### config.mk
export PLATFORM = sky130hd
export DESIGN_NAME = gray_updown_counter_flat
export DESIGN_NICKNAME = d
export VERILOG_FILES = /design/src/rtl/gray_updown_counter_if.sv /design/src/rtl/gray_updown_counter.sv /design/src/flat_wrapper.sv
export SDC_FILE = /design/constraint.sdc
export NUM_CORES = 1
export LEC_CHECK = 0
export CORE_MARGIN = 2
export CORE_UTILIZATION = 37
export DETAILED_ROUTE_END_ITERATION = 10
export GPL_TIMING_DRIVEN = 0
export PLACE_DENSITY = 0.74
export SETUP_SLACK_MARGIN = 0.4
export SLEW_MARGIN = 20
export SYNTH_ARGS = -nofsm -noshare
export SYNTH_HDL_FRONTEND = slang
export SYNTH_SLANG_ARGS = --single-unit
### constraint.sdc
create_clock -name clk -period 3 [get_ports clk]
set_input_delay 0.75 -clock clk [delete_from_list [all_inputs] [get_ports clk]]
set_output_delay 0.75 -clock clk [all_outputs]
set_load 0.03 [all_outputs]
### src/rtl/gray_updown_counter_if.sv
// gray_updown_counter_if: control and status bundle for gray_updown_counter.
interface gray_updown_counter_if #(parameter int WIDTH = 8);
    logic             en;
    logic             up;
    logic             load;
    logic             load_is_gray;
    logic [WIDTH-1:0] load_val;
    logic [WIDTH-1:0] bin_out;
    logic [WIDTH-1:0] gray_out;
    logic             ovf;
    logic             at_max;
    logic             at_min;

    modport master (
        output en, up, load, load_is_gray, load_val,
        input  bin_out, gray_out, ovf, at_max, at_min
    );

    modport slave (
        input  en, up, load, load_is_gray, load_val,
        output bin_out, gray_out, ovf, at_max, at_min
    );
endinterface

### src/rtl/gray_updown_counter.sv
// gray_updown_counter: up/down counter holding binary and Gray count registers,
// loadable from binary or Gray, with wrap or saturate behaviour at the range ends.
module gray_updown_counter #(
    parameter int WIDTH     = 8,
    parameter int RESET_VAL = 0,
    parameter int SATURATE  = 0
) (
    input logic                   clk,
    input logic                   rst,
    gray_updown_counter_if.slave  bus
);
    localparam logic [WIDTH-1:0] RV = WIDTH'(RESET_VAL);

    logic [WIDTH-1:0] bin_q, bin_d, gray_q, gray_d, load_bin, step;
    logic             ovf_q, ovf_d, at_max_q, at_max_d, at_min_q, at_min_d, at_end;

    always_comb begin
        load_bin = '0;
        // Each binary bit is the parity of the Gray bits at and above it.
        for (int i = 0; i < WIDTH; i++) load_bin[i] = ^(bus.load_val >> i);
        at_end   = bus.up ? (&bin_q) : (~|bin_q);
        step     = bus.up ? bin_q + 1'b1 : bin_q - 1'b1;
        bin_d    = bus.load ? (bus.load_is_gray ? load_bin : bus.load_val) :
                   !bus.en ? bin_q :
                   (SATURATE != 0 && at_end) ? bin_q : step;
        ovf_d    = !bus.load && bus.en && at_end;
        gray_d   = bin_d ^ (bin_d >> 1);
        at_max_d = &bin_d;
        at_min_d = ~|bin_d;
    end

    always_ff @(posedge clk or posedge rst) begin
        if (rst) begin
            bin_q    <= RV;
            gray_q   <= RV ^ (RV >> 1);
            ovf_q    <= 1'b0;
            at_max_q <= &RV;
            at_min_q <= ~|RV;
        end else begin
            bin_q    <= bin_d;
            gray_q   <= gray_d;
            ovf_q    <= ovf_d;
            at_max_q <= at_max_d;
            at_min_q <= at_min_d;
        end
    end

    assign bus.bin_out  = bin_q;
    assign bus.gray_out = gray_q;
    assign bus.ovf      = ovf_q;
    assign bus.at_max   = at_max_q;
    assign bus.at_min   = at_min_q;
endmodule

### src/flat_wrapper.sv
// flat-port wrapper written by rule: the top's interface ports become plain ports
module gray_updown_counter_flat 
#(
    parameter int WIDTH     = 8,
    parameter int RESET_VAL = 0,
    parameter int SATURATE  = 0
)
  (clk, rst, bus_en, bus_up, bus_load, bus_load_is_gray, bus_load_val, bus_bin_out, bus_gray_out, bus_ovf, bus_at_max, bus_at_min);
  gray_updown_counter_if #(.WIDTH(WIDTH)) bus_i ();
  input logic clk;
  input logic rst;
  input wire logic [$bits(bus_i.en)-1:0] bus_en;
  input wire logic [$bits(bus_i.up)-1:0] bus_up;
  input wire logic [$bits(bus_i.load)-1:0] bus_load;
  input wire logic [$bits(bus_i.load_is_gray)-1:0] bus_load_is_gray;
  input wire logic [$bits(bus_i.load_val)-1:0] bus_load_val;
  output wire logic [$bits(bus_i.bin_out)-1:0] bus_bin_out;
  output wire logic [$bits(bus_i.gray_out)-1:0] bus_gray_out;
  output wire logic [$bits(bus_i.ovf)-1:0] bus_ovf;
  output wire logic [$bits(bus_i.at_max)-1:0] bus_at_max;
  output wire logic [$bits(bus_i.at_min)-1:0] bus_at_min;
  assign bus_i.en = bus_en;
  assign bus_i.up = bus_up;
  assign bus_i.load = bus_load;
  assign bus_i.load_is_gray = bus_load_is_gray;
  assign bus_i.load_val = bus_load_val;
  assign bus_bin_out = bus_i.bin_out;
  assign bus_gray_out = bus_i.gray_out;
  assign bus_ovf = bus_i.ovf;
  assign bus_at_max = bus_i.at_max;
  assign bus_at_min = bus_i.at_min;
  gray_updown_counter #(.WIDTH(WIDTH), .RESET_VAL(RESET_VAL), .SATURATE(SATURATE)) u_core (.clk(clk), .rst(rst), .bus(bus_i));
endmodule
# Yosys cells after proc, flatten, opt, wreduce, memory -nomap -nowiden
# Index checks and enable logic that the tools add are counted.
# word_totals
ff_bits,19
latch_bits,0
ramBits,0
rom_bits,0
in_bits,14
out_inout_bits,19
word_cells,30
mem_count,0
# op_classes
add_sub_neg,2
mul,0
div_mod_pow,0
n_lt_le_gt_ge,0
eq_ne,0
n_shift,0
n_mux,5
bitwise,1
n_reduce_logical,17
# ops
op,count
$reduce_xor A8 Y1,8
$mux W8,4
$reduce_and A8 Y1,2
$reduce_or A8 Y1,2
$add A8 B1 Y8 const B,1
$sub A8 B1 Y8 const B,1
$xor A8 B7 Y8,1
$logic_not A1 Y1,3
$logic_and A1 B1 Y1,2
$mux W1,1

# Longest topological paths before layout
# logic_depth
depth_word,6
mapped_depth,10

# Worst setup path after synthesis
# Ideal clock, no wire load.
# synth_timing
path_type,input -> register
from,input bus_up
to,"register u_core.gray_q[6], in the netlist u_core.bus.gray_out[6]"
setup_time_ns,0.126
arrival_time_ns,2.684
required_ns,2.874
slack_ns,0.190
cell_stages,8
path_cell_list,inv_1 -> ha_1 -> a211oi_1 -> nor3_1 -> o31a_1 -> o31a_1 -> o31ai_1 -> ha_1
# synth_via
elab_chain_cells,4
# synth_rtl
element,line_no,text
from (decl),flat_wrapper.sv:13,input wire logic [$bits(bus_i.up)-1:0] bus_up;
$mux W8,gray_updown_counter.sv:22,step = bus.up ? bin_q + 1'b1 : bin_q - 1'b1;
$mux W8,gray_updown_counter.sv:24,!bus.en ? bin_q :
$mux W8,gray_updown_counter.sv:23,bin_d = bus.load ? (bus.load_is_gray ? load_bin : bus.load_val) :
$xor A8 B7 Y8,gray_updown_counter.sv:27,gray_d = bin_d ^ (bin_d >> 1);
via u_core.gray_d[6],gray_updown_counter.sv:14,"logic [WIDTH-1:0] bin_q, bin_d, gray_q, gray_d, load_bin, step;"
to (signal assigned),gray_updown_counter.sv:35,gray_q <= RV ^ (RV >> 1);
to (signal assigned),gray_updown_counter.sv:41,gray_q <= gray_d;
to (decl),gray_updown_counter.sv:14,
# The timed path passes the listed nets, and every way through them passes these cells.

# Final worst setup path
# layout_timing
from,input bus_up
to,"register u_core.at_min_q, in the netlist u_core.bus.at_min"
# layout_via
elab_chain_cells,5
# layout_rtl
element,line_no,text
$mux W8,gray_updown_counter.sv:22,
$mux W8,gray_updown_counter.sv:24,
$mux W8,gray_updown_counter.sv:23,
$reduce_or A8 Y1,gray_updown_counter.sv:29,at_min_d = ~|bin_d;
$logic_not A1 Y1,gray_updown_counter.sv:29,
via u_core.at_min_d,gray_updown_counter.sv:15,"logic ovf_q, ovf_d, at_max_q, at_max_d, at_min_q, at_min_d, at_end;"
to (signal assigned),gray_updown_counter.sv:38,at_min_q <= ~|RV;
to (signal assigned),gray_updown_counter.sv:44,at_min_q <= at_min_d;
to (decl),gray_updown_counter.sv:15,
# The timed path passes the listed nets, and every way through them passes these cells.

==> impl_results.md <==
* Mapped Cells at 143
* Final setup margin at 0.312 ns
* Worst-Skew Late Latency at 0.29 ns
* Most used cell along the critical path: buf_4
* Chip width at 64.1 um
* Net Switching at 0.552 mW
* Peak supply drop at 0.404 mV
* Endpoint class of the critical path: register
* Htree depth at 1
* Layout cell share with drive strength beyond 1 at 28.6%
* Net Sw Frac at 42.3%
* Hold path cells at 3
* Leak Pwr at 0.910 nW
* Worst-margin pin slew at 0.674 ns
* Placed Area at 1740 sq um
* GR Util All Layers at 15.9%
* Core Region at 3390 sq um
* Synth top area cells: dfrtp_1 (32%), ha_1 (11%), xnor2_1 (4.6%), xor2_1 (4.6%), a21oi_1 (3.4%)
* Relative slew slack at 55.0%
* Post-DP HPWL at 2.50 mm
* Setup Skew at 0.00269 ns
* Crit Path Max Fanout at 6
* Req. time, crit path at 3.20 ns
* Number of global-route vias before repair at 1169
* TritonCTS clock tree: yes
* Worst slack at placement at -0.694 ns
* Run status: completed
* WS Path Type: input pin to register
* I/O pin count at 33
* Core Rows at 21
* Avg Inst Size Synth at 9.34 sq um
* Initial antenna violation count at 0
* Root Driver: clkbuf_4
* Critical-path top delay cell: o31a_1
* Commonest cells in the netlist: dfrtp_1 (17), ha_1 (12), nand2_1 (12)
* Internal power at 0.753 mW
* DIE HEIGHT at 64.1 um
* Crit start category: input pin
* Final core occ at 61.5%
* GPL Wtd Cong at 0.888
* Worst Hold Launch: u_core.bus.bin_out[6]
* Worst hold path type: register to register
* Final-report setup violation count at 0
* Syn. warnings at 0
* GRT Residual Overflow at 0
* Max-slew violation count at 0
* Port Buffer Count at 30
* Routed Antenna Nets at 0
* Yosys top cell by area: dfrtp_1
* Crit-path cells: buf_12 > clkinvlp_4 > ha_4 > a211oi_4 > nor3_4 > o31a_1 > buf_4 > nor4_4 > o31ai_4 > buf_4 > nor4_2
* Vias at 1275
* Clock power frac at 11.3%
* Syn nets at 170
* Netlist Area Pre-Place at 1340 sq um
* CP peak stage delay at 0.31 ns
* Crit path time final at 2.69 ns
* Final period util at 89.6%
* Storage cell area at 452 sq um
* Fmax at 0.372 GHz
* Final WL at 3.59 mm
* Fillers at 269
* RR Startpoint: u_core.bus.bin_out[0]
* Register bit total from synthesis at 18
* CTS Hold Bufs at 0
* EDFF count, synth at 0
* Hold Fails Final Rpt at 0
* Area of the multi-input gates at 1010 sq um
* 1st-iter DRT viols at 103
* Worst Path Arrival at 2.89 ns
* Via-per-instance ratio at 5.36
* Post-layout instance area at 2080 sq um
* First-pass GRT wire length at 5.18 mm
* Total iterations of the first detailed-routing run at 4
* Total Neg Setup Slack at 0 ns
* Reg2Reg Depth at 10
* Max-cap violation count at 0
* Top-count cell post-synth: dfrtp_1
* Clock Path Buffers at 2
* CTS Buf Count at 3
* Ys flop type: dfrtp_1
* Post-layout nets at 220
* PD cells at 626 nW/um^2
* Synth top area share at 31.8%
* Sequential power share at 28.2%
* DIE AREA at 4110 sq um
* Starting Density at 39.4%
* Sequential-to-total area share from yosys stat at 33.8%
* RSZ-0062 raised after global routing: yes
* Async SR Flop Fraction at 100%
* Ant. Diodes at 0
* Largest net degree at the start of global routing at 19
* Cell variety after synth at 37
* CP startpoint: bus_up
* DR WL/cell at 15.1 um
* Layout area overhead at 56.0%
* Drt drc at 0
* Sinks on Clock Net at 18
* Reg clk slew, reported paths at 0.10 ns
* Comb pwr share at 60.5%
cells by family after synthesis:
family          Yosys count  share of synthesized area, %
compound gates           37                          18.2
buf+inv                  15                          4.96
flops                    18                          33.8
simple gates             43                          15.8
xor+xnor                 17                          14.5
fa+ha+maj                13                          12.7
stage by stage:
stage               std cells  hold WS, ns  power, mW
floorplan                 143        0.688      0.769
global route              238        0.814       1.38
detailed placement        219        0.709       1.00
finish                    238        0.770       1.31
CTS                       233        0.721       1.21
global placement          219        0.687      0.985
sequential cells by signal (all words and copies together), names as in the netlist:
| register | cells |
|---|---|
| u_core.bus.at_max | 1 |
| u_core.bus.gray_out | 7 |
| u_core.bus.bin_out | 8 |
| u_core.bus.ovf | 1 |
| u_core.bus.at_min | 1 |
cells in the final DEF (no fill, tap or decap), drive strengths merged, types with 2 or more instances in the layout:
cell type and n:
nor4 4, clkbuf 4, inv 10, dlymetal6s2s 2, o31ai 2, nor3 6, clkdlybuf4s50 24, o21a 2
buf 23, xor2 7, a21o 3, a21oi 9, nand2 12, nand3 3, dfrtp 17, nor2b 4
xnor2 7, and3 2, ha 12, o21ai 7, xnor3 2, o31a 4, nor2 8, a211oi 6
final timing paths:
kind / to / slack, ns
max in group asynchronous: u_core.bus.bin_out[0] / 1.73
min: u_core.bus.ovf / 0.77
min reg2reg: u_core.bus.ovf / 0.77
max reg2reg: u_core.bus.at_min / 0.47
min in group asynchronous: u_core.bus.bin_out[6] / 0.85
max: u_core.bus.at_min / 0.31
area by class of cell:
type | instances | share of cell area, %
Buffer | 4 | 1.20
Tap cell | 46 | 2.76
Clock buffer | 4 | 1.74
Multi-Input combinational cell | 110 | 48.7
Inverter | 11 | 2.16
Timing Repair Buffer | 45 | 21.8
Sequential cell | 18 | 21.7
power by group through the flow:
| stage | Clock, mW | Sequential [mW] | Combinational, mW |
|---|---|---|---|
| 3_5_place_dp | 0 | 0.365 | 0.635 |
| 6_report | 0.147 | 0.368 | 0.790 |
| 5_1_grt | 0.165 | 0.373 | 0.844 |
| 2_1_floorplan | 0 | 0.484 | 0.285 |
| 4_1_cts | 0.151 | 0.363 | 0.699 |
| 3_3_place_gp | 0 | 0.364 | 0.621 |
per-layer routing:
metal	vias to the layer above	track usage [%]	share of wire (%)
met2	53	28.3	54
met4	0	3.46	0.81
met3	6	4.05	5.4
li1	609	-	-
met5	-	0	0
met1	607	19.4	40
worst max-delay path: cells and delay by family:
kind            cells  cell delay [ns]
buf+inv             4             0.56
simple gates        3             0.60
fa+ha+maj           1             0.28
compound gates      3             0.70
what timing repair did:
| action | 4_1_cts | 5_1_grt |
|---|---|---|
| gates resized for setup | 28 | 30 |
| setup buffers | 10 | 5 |
| endpoints found under the setup margin | 15 | 6 |
| pin swaps | 14 | 17 |
| endpoints found under the hold margin | 0 | 0 |
Note: power is estimated with default switching activity, not from simulation.
